==> config.mk <==
export PLATFORM = sky130hd
export DESIGN_NAME = flit_rx_monitor
export DESIGN_NICKNAME = d
export VERILOG_FILES = /design/src/rtl/flit_rx_monitor.sv
export SDC_FILE = /design/constraint.sdc
export NUM_CORES = 1
export LEC_CHECK = 0
export BUFFER_PORTS_ARGS = -buffer_cell sky130_fd_sc_hd__buf_2
export CORE_MARGIN = 3
export CORE_UTILIZATION = 40
export CTS_CLUSTER_DIAMETER = 120
export DETAILED_ROUTE_END_ITERATION = 10
export GPL_TIMING_DRIVEN = 0
export SKIP_CTS_REPAIR_TIMING = 1
export SLEW_MARGIN = 20
export SYNTH_ARGS = -nofsm -noshare
export SYNTH_HDL_FRONTEND = slang
export SYNTH_SLANG_ARGS = --single-unit
==> constraint.sdc <==
create_clock -name clk -period 20.4 [get_ports clk]
set_input_delay 2.04 -clock clk [delete_from_list [all_inputs] [get_ports clk]]
set_output_delay 2.04 -clock clk [all_outputs]
set_load 0.01 [all_outputs]
==> src/rtl/flit_rx_monitor.sv <==
// flit_rx_monitor: receive-side sink for flit-injection energy runs.
// Delimits packets by idle gaps and reports length and toggle activity.
module flit_rx_monitor #(
    parameter int N       = 21,
    parameter int PAYLOAD = 20,
    parameter int GAP     = 7,
    parameter int CNT_W   = 16
) (
    input  logic             clk,
    input  logic             rst,
    input  logic             in_valid,
    output logic             in_ready,
    input  logic [N-1:0]     input1,
    input  logic [N-1:0]     input2,
    output logic             stat_valid,
    input  logic             stat_ready,
    output logic [CNT_W-1:0] stat_len,
    output logic [CNT_W-1:0] stat_toggles,
    output logic             stat_len_err,
    output logic [CNT_W-1:0] pkt_count
);

    localparam int FW = 2 * N;
    localparam int HW = $clog2(FW + 1);
    localparam int SW = ((CNT_W > HW) ? CNT_W : HW) + 1;
    localparam int IW = (GAP > 1) ? $clog2(GAP) : 1;

    localparam logic [CNT_W-1:0] MAX = {CNT_W{1'b1}};
    localparam logic [IW-1:0] IDLE_LAST = IW'(GAP - 1);

    typedef enum logic [1:0] {
        S_IDLE,
        S_RECV,
        S_REPORT
    } state_t;

    state_t r_state;

    logic [FW-1:0]    r_prev;
    logic [CNT_W-1:0] r_len;
    logic [CNT_W-1:0] r_tog;
    logic [IW-1:0]    r_idle;
    logic             r_stat_valid;
    logic [CNT_W-1:0] r_stat_len;
    logic [CNT_W-1:0] r_stat_tog;
    logic             r_stat_err;
    logic [CNT_W-1:0] r_pkt;

    logic [FW-1:0]    w_flit;
    logic [FW-1:0]    w_diff;
    logic [HW-1:0]    w_h;
    logic [SW-1:0]    w_h_ext;
    logic [SW-1:0]    w_tog_sum;
    logic [CNT_W-1:0] w_h_sat;
    logic [CNT_W-1:0] w_tog_next;
    logic [CNT_W-1:0] w_len_next;
    logic [CNT_W-1:0] w_pkt_next;
    logic             w_accept;
    logic             w_len_err;

    assign in_ready     = (r_state != S_REPORT);
    assign w_accept     = in_valid & in_ready;
    assign w_flit       = {input2, input1};
    assign w_diff       = w_flit ^ r_prev;

    assign stat_valid   = r_stat_valid;
    assign stat_len     = r_stat_len;
    assign stat_toggles = r_stat_tog;
    assign stat_len_err = r_stat_err;
    assign pkt_count    = r_pkt;

    // Hamming distance between incoming flit and previous accepted flit
    always_comb begin
        w_h = '0;
        for (int i = 0; i < FW; i++) begin
            w_h = w_h + HW'(w_diff[i]);
        end
    end

    // Saturating counter updates; toggles widened so overflow is visible
    always_comb begin
        w_h_ext    = SW'(w_h);
        w_tog_sum  = SW'(r_tog) + w_h_ext;
        w_h_sat    = (w_h_ext > SW'(MAX)) ? MAX : w_h_ext[CNT_W-1:0];
        w_tog_next = (w_tog_sum > SW'(MAX)) ? MAX : w_tog_sum[CNT_W-1:0];
        w_len_next = (r_len == MAX) ? MAX : r_len + 1'b1;
        w_pkt_next = (r_pkt == MAX) ? MAX : r_pkt + 1'b1;
        w_len_err  = (32'(r_len) != PAYLOAD);
    end

    // Packet FSM: collect flits, close on idle gap, hold report until taken
    always_ff @(posedge clk) begin
        if (rst) begin
            r_state      <= S_IDLE;
            r_prev       <= '0;
            r_len        <= '0;
            r_tog        <= '0;
            r_idle       <= '0;
            r_stat_valid <= 1'b0;
            r_stat_len   <= '0;
            r_stat_tog   <= '0;
            r_stat_err   <= 1'b0;
            r_pkt        <= '0;
        end else begin
            if (w_accept) begin
                r_prev <= w_flit;
            end
            unique case (r_state)
                S_IDLE: begin
                    if (w_accept) begin
                        r_len   <= CNT_W'(1);
                        r_tog   <= w_h_sat;
                        r_idle  <= '0;
                        r_state <= S_RECV;
                    end
                end
                S_RECV: begin
                    if (w_accept) begin
                        r_len  <= w_len_next;
                        r_tog  <= w_tog_next;
                        r_idle <= '0;
                    end else if (r_idle == IDLE_LAST) begin
                        r_stat_len   <= r_len;
                        r_stat_tog   <= r_tog;
                        r_stat_err   <= w_len_err;
                        r_stat_valid <= 1'b1;
                        r_state      <= S_REPORT;
                    end else begin
                        r_idle <= r_idle + 1'b1;
                    end
                end
                S_REPORT: begin
                    if (stat_ready) begin
                        r_pkt        <= w_pkt_next;
                        r_stat_valid <= 1'b0;
                        r_state      <= S_IDLE;
                    end
                end
                default: begin
                    r_state <= S_IDLE;
                end
            endcase
        end
    end

endmodule

Word level (Yosys, flattened, before mapping)
Index checks and enable logic that the tools add are counted.
{"block": "totals", "regBits": 129, "input_bits": 46}
{"block": "classes", "n_addsub": 45, "n_lt_le_gt_ge": 1, "eq_ne": 13, "n_mux": 22, "bitwise_logic": 3, "reduce_logical": 9}
{"cell": "adder 6 x 1 -> 6 bit", "count": 36}
{"cell": "2-to-1 mux 16 bit", "count": 7}
{"cell": "case mux 16 bit (2 select lines)", "count": 2}
{"cell": "XOR 42 bit", "count": 1}
{"cell": "adder 16 x 1 -> 16 bit, second input constant", "count": 2}
{"cell": "equality test 16 bit, second input constant", "count": 2}
{"cell": "adder 16 x 6 -> 17 bit", "count": 1}
{"cell": "greater-than comparator 17 x 16 -> 1 bit, second input constant", "count": 1}
{"cell": "!= test 16 x 5 -> 1 bit, second input constant", "count": 1}
{"cell": "!= test 2 bit, second input constant", "count": 6}
{"cell": "2-to-1 mux 3 bit", "count": 3}
{"cell": "AND reduction 3 bit", "count": 3}
{"cell": "2-to-1 mux 2 bit", "count": 4}
{"cell": "AND reduction 4 bit", "count": 2}
{"cell": "adder 5 x 1 -> 6 bit", "count": 1}
{"cell": "case mux 2 bit (3 select lines)", "count": 1}
{"cell": "case mux 3 bit (2 select lines)", "count": 1}
{"cell": "adder 4 x 1 -> 5 bit", "count": 1}
{"cell": "adder 3 x 1 -> 4 bit", "count": 1}
{"cell": "nonzero test 2 bit", "count": 2}
{"cell": "adder 2 x 1 -> 3 bit", "count": 1}
{"cell": "adder 3 x 1 -> 3 bit, second input constant", "count": 1}
{"cell": "equality test 3 bit, second input constant", "count": 1}
{"cell": "2-to-1 mux 1 bit", "count": 3}
{"cell": "9 further kinds", "count": 9}

Longest topological paths before layout
{"block": "depth", "ltp_word": 47, "mapped_depth": 25, "depth_no_buf": 25}

Worst setup path after synthesis
OpenSTA, ideal clock, no wires.
{"block": "synth_path", "path_kind": "in2reg", "from": "in input1[0]", "to": "reg r_tog[13]", "setup_time_ps": 117, "arrival_ps": 8307, "setup_slack_ps": 11977, "stages": 24, "n_path_buf": 0, "path_cell_list": "xnor2_1 > fa_1 > inv_1 > fa_1 > fa_1 > fa_1 > fa_1 > inv_1 > fa_1 > fa_1 > inv_1 > ha_1 > inv_1 > fa_1 > nor2b_1 > o21ai_0 > a21boi_0 > nor2_1 > ha_1 > o21a_1 > and3_1 > o311ai_0 > o21ai_0 > a22o_1"}
{"block": "synth_between", "elab_chain_cells": 47}
{"element": "from (decl)", "line": "13", "source": "input logic [N-1:0] input1,"}
{"element": "XOR 42 bit (*)", "line": "64", "source": "assign w_diff = w_flit ^ r_prev;"}
{"element": "adder 1 x 1 -> 2 bit (*)", "line": "76", "source": "w_h = w_h + HW'(w_diff[i]);"}
{"element": "adder 2 x 1 -> 3 bit (*)", "line": "76"}
{"element": "adder 3 x 1 -> 4 bit (*)", "line": "76"}
{"element": "adder 4 x 1 -> 5 bit (*)", "line": "76"}
{"element": "adder 5 x 1 -> 6 bit (*)", "line": "76"}
{"element": "adder 6 x 1 -> 6 bit (*) (36 in a row)", "line": "76"}
{"element": "adder 16 x 6 -> 17 bit (*)", "line": "83", "source": "w_tog_sum = SW'(r_tog) + w_h_ext;"}
{"element": "greater-than comparator 17 x 16 -> 1 bit", "line": "85", "source": "w_tog_next = (w_tog_sum > SW'(MAX)) ? MAX : w_tog_sum[CNT_W-1:0];"}
{"element": "2-to-1 mux 16 bit (*)", "line": "85"}
{"element": "2-to-1 mux 16 bit (*)", "line": "118", "source": "if (w_accept) begin"}
{"element": "case mux 16 bit (2 select lines) (*)", "line": "108", "source": "unique case (r_state)"}
{"element": "to (signal assigned)", "line": "112", "source": "r_tog <= w_h_sat;"}
{"element": "to (signal assigned)", "line": "120", "source": "r_tog <= w_tog_next;"}
{"element": "to (decl)", "line": "41", "source": "logic [CNT_W-1:0] r_tog;"}
Mark *: on every way between the ends. The rest lies on a longest branch, timed or not. The select of a mux whose other input is x is not followed.
A chain may end at the register's enable or synchronous reset.

Worst setup path in the final report
Same ends and word-level chain as after synthesis.

==> results.md <==
* Via/cell ratio at 5.157
* Final setup viols at 0
* Remaining Overflow, GRT at 0
* HP Class: reg2reg
* Top cell type's share of synthesized area at 0.3682
* CTS root buffer: clkbuf_16
* Critical Path RT at 20,710 ps
* Final hold vios at 0
* Synth async-reset ratio at 0
* Most common cell in the netlist: nand2_1
* Area growth syn-to-layout at 18.87%
* Setup crit start kind: input pin
* Synth Area in XOR/XNOR at 0.07242
* Placed inst area at 7765 um2
* Top FF cell, synth: dfxtp_1
* WHS at 449.0 ps
* Initial core utilization at 0.4156
* Outcome: completed
* Clk_skew at 8.695 ps
* Die Height at 138.4 um
* Critical path class: in2reg
* Drt pass-1 iters at 5
* Sink Count at 129
* GRT Total Usage at 0.1908
* Clk_lat worst skew at 420 ps
* Dpl hpwl at about 13,000 um
* Worst R2R Setup Slack at 13,060 ps
* Reg-to-Reg Start: r_prev[0]$_SDFFE_PP0P_
* Setup_tns at 0 ps
* TritonCTS clock tree: built
* Max Cap Viol at 0
* Mux cell area share after synthesis at 0.001427
* Clock transition at path regs at roughly 50 ps
* Number of remaining DRC errors at 0
* Simple-gate share of the synthesized area at 0.1871
* Hold Crit Endpoint: stat_toggles[5]$_SDFFE_PP0P_
* Longest Clk Path Bufs at 2
* Complex-gate fraction of the synthesized area at 0.1836
* WL/cell at 15.22 um
* First-pass GRT wire length at between 20,000 and 30,000 um
* Tcrit/Tclk final at 0.4292
* Worst-Margin Slew at 736.5 ps
* Reg-to-reg critical path endpoint: r_tog[13]$_SDFFE_PP0P_
* WL final at 17,970 um
* I/O pins at 97
* Fin crit period at 8756 ps
* Core ar. at 16,880 um2
* Critical path capture point type: register
* Slew HR at 0.5068
* Ys Warns at 0
* Top post-synthesis cells by count: 179 x nand2_1, 129 x dfxtp_1, 112 x a21oi_1
* Top cells by area, synth: dfxtp_1 37%, fa_1 9.7%, nand2_1 9.6%
* Number of synthesized flops with an enable pin at 0
* Synth unique cells at 64
* #FFs+latches synth at 129
* Die Wd at 138.4 um
* Leading area contributor after synthesis: dfxtp_1
* CTS Buf Count at 17
* Data arrival time of the critical path at approximately 9100 ps
* Cell count after synthesis at between 800 and 900
* Largest family of logic cells by synthesized area: simple AND/OR/NAND/NOR gates
* Hold Crit Start: stat_toggles[5]$_SDFFE_PP0P_
* ANT nets after route at 0
* Unrepaired setup endpoints after global routing: no
* DIE AREA at between 15,000 and 20,000 um2
* N_diodes at 0
* Max Freq at 114.2 MHz
* Worst Reg-to-Reg Cells at 24
* GPL Wtd Cong at 0.8545
* Largest net degree at the start of global routing at 17
* Net Count, Synth at 937
* Nets@finish at 1,051
* Crit-path max FO at 9
* Synth Cell Area at 7014 um2
* Synthesized area per cell at 8.390 um2
* Fin. max-slew vios at 0
* Via count at 6,090
* Register area share after synthesis at 0.3682
* Vias in the first global route at 5,911
* Design Area, Final at 8338 um2
* Share of cells above drive strength 1 at 0.1467
* PortBufs at 95
* Synth Area in Adders at 0.1345
* Finished Core Util at 0.4940
* H-tree depth at 4
* Initial antenna violation count at 0
* DRT iter0 DRCs at around 230
* Hold Path Depth at 2
* # rows at 47
-- metal layers --
| metal | global-route usage | part of all wire | wire [um] |
|---|---|---|---|
| met1 | 0.2518 | 0.47 | 8429 |
| met2 | 0.3168 | 0.48 | 8578 |
| met3 | 0.04558 | 0.042 | 749 |
| met4 | 0.04732 | 0.012 | 211 |
| met5 | 0 | 0 | 0 |
-- cell usage in the layout (no fill, tap or decap), types with 20 or more instances in the layout --
cell and count:
a21oi_1 112, buf_2 103, clkbuf_1 37, dfxtp_1 129
fa_1 34, ha_1 21, inv_1 49, nand2_1 179
nand3_1 20, nor2_1 24, o21ai_0 27, xnor2_1 22
xor2_1 36
-- layout make-up --
type | instances | area [um2]
Buffer | 44 | 186.4
Sequential cell | 129 | 2582
Clock buffer | 25 | 495.5
Timing Repair Buffer | 95 | 475.5
Clock inverter | 5 | 77.57
Multi-Input combinational cell | 614 | 4061
Tap cell | 220 | 275.3
Inverter | 49 | 183.9
Fill cell | 1701 | 8539
-- sequential cells by signal, indices dropped and copies added, names as in the netlist --
signal	cells
pkt_count	16
r_idle	3
r_len	16
r_prev	42
r_state	2
r_tog	16
stat_len	16
stat_len_err	1
stat_toggles	16
stat_valid	1
-- worst max-delay path by stage --
stage	start	to	slack [ps]	cells after the start
after floorplan	input1[0]	r_tog[13]$_SDFFE_PP0P_	11980	24
after global placement	input1[0]	r_tog[13]$_SDFFE_PP0P_	11240	25
after detailed placement	input1[0]	r_tog[13]$_SDFFE_PP0P_	11240	25
after CTS	input1[0]	r_tog[13]$_SDFFE_PP0P_	11660	25
after global routing	input1[0]	r_tog[13]$_SDFFE_PP0P_	11200	24
final	input1[0]	r_tog[13]$_SDFFE_PP0P_	11640	25
-- critical path, cell delays in order --
cell      delay [ps]
buf_2            110
xnor2_1          140
fa_1             540
inv_1             60
fa_1             540
fa_1             530
fa_1             520
fa_1             540
inv_1             50
fa_1             500
fa_1             480
inv_1             70
ha_1             170
inv_1             60
fa_1             410
nor2b_1          120
o21ai_0           90
a21boi_0         250
nor2_1            90
ha_1             340
o211a_1          150
o31a_1           160
o211ai_1         630
o21ai_0          210
a22o_1           270
-- per-stage QoR --
step / setup WS [ps] / cells
finish: 11640 / 1181
CTS: 11660 / 1181
global placement: 11240 / 1151
floorplan: 11980 / 836
global route: 11200 / 1181
detailed placement: 11240 / 1151
-- cells by family after synthesis --
| group | after synthesis |
|---|---|
| simple gates | 287 |
| compound gates | 213 |
| flops | 129 |
| buf+inv | 93 |
| xor+xnor | 58 |
| fa+ha+maj | 55 |
| mux | 1 |
Power is left out: the tool's default activity adds up to more than one toggle a clock period on the data nets, which glitch-free logic cannot reach.
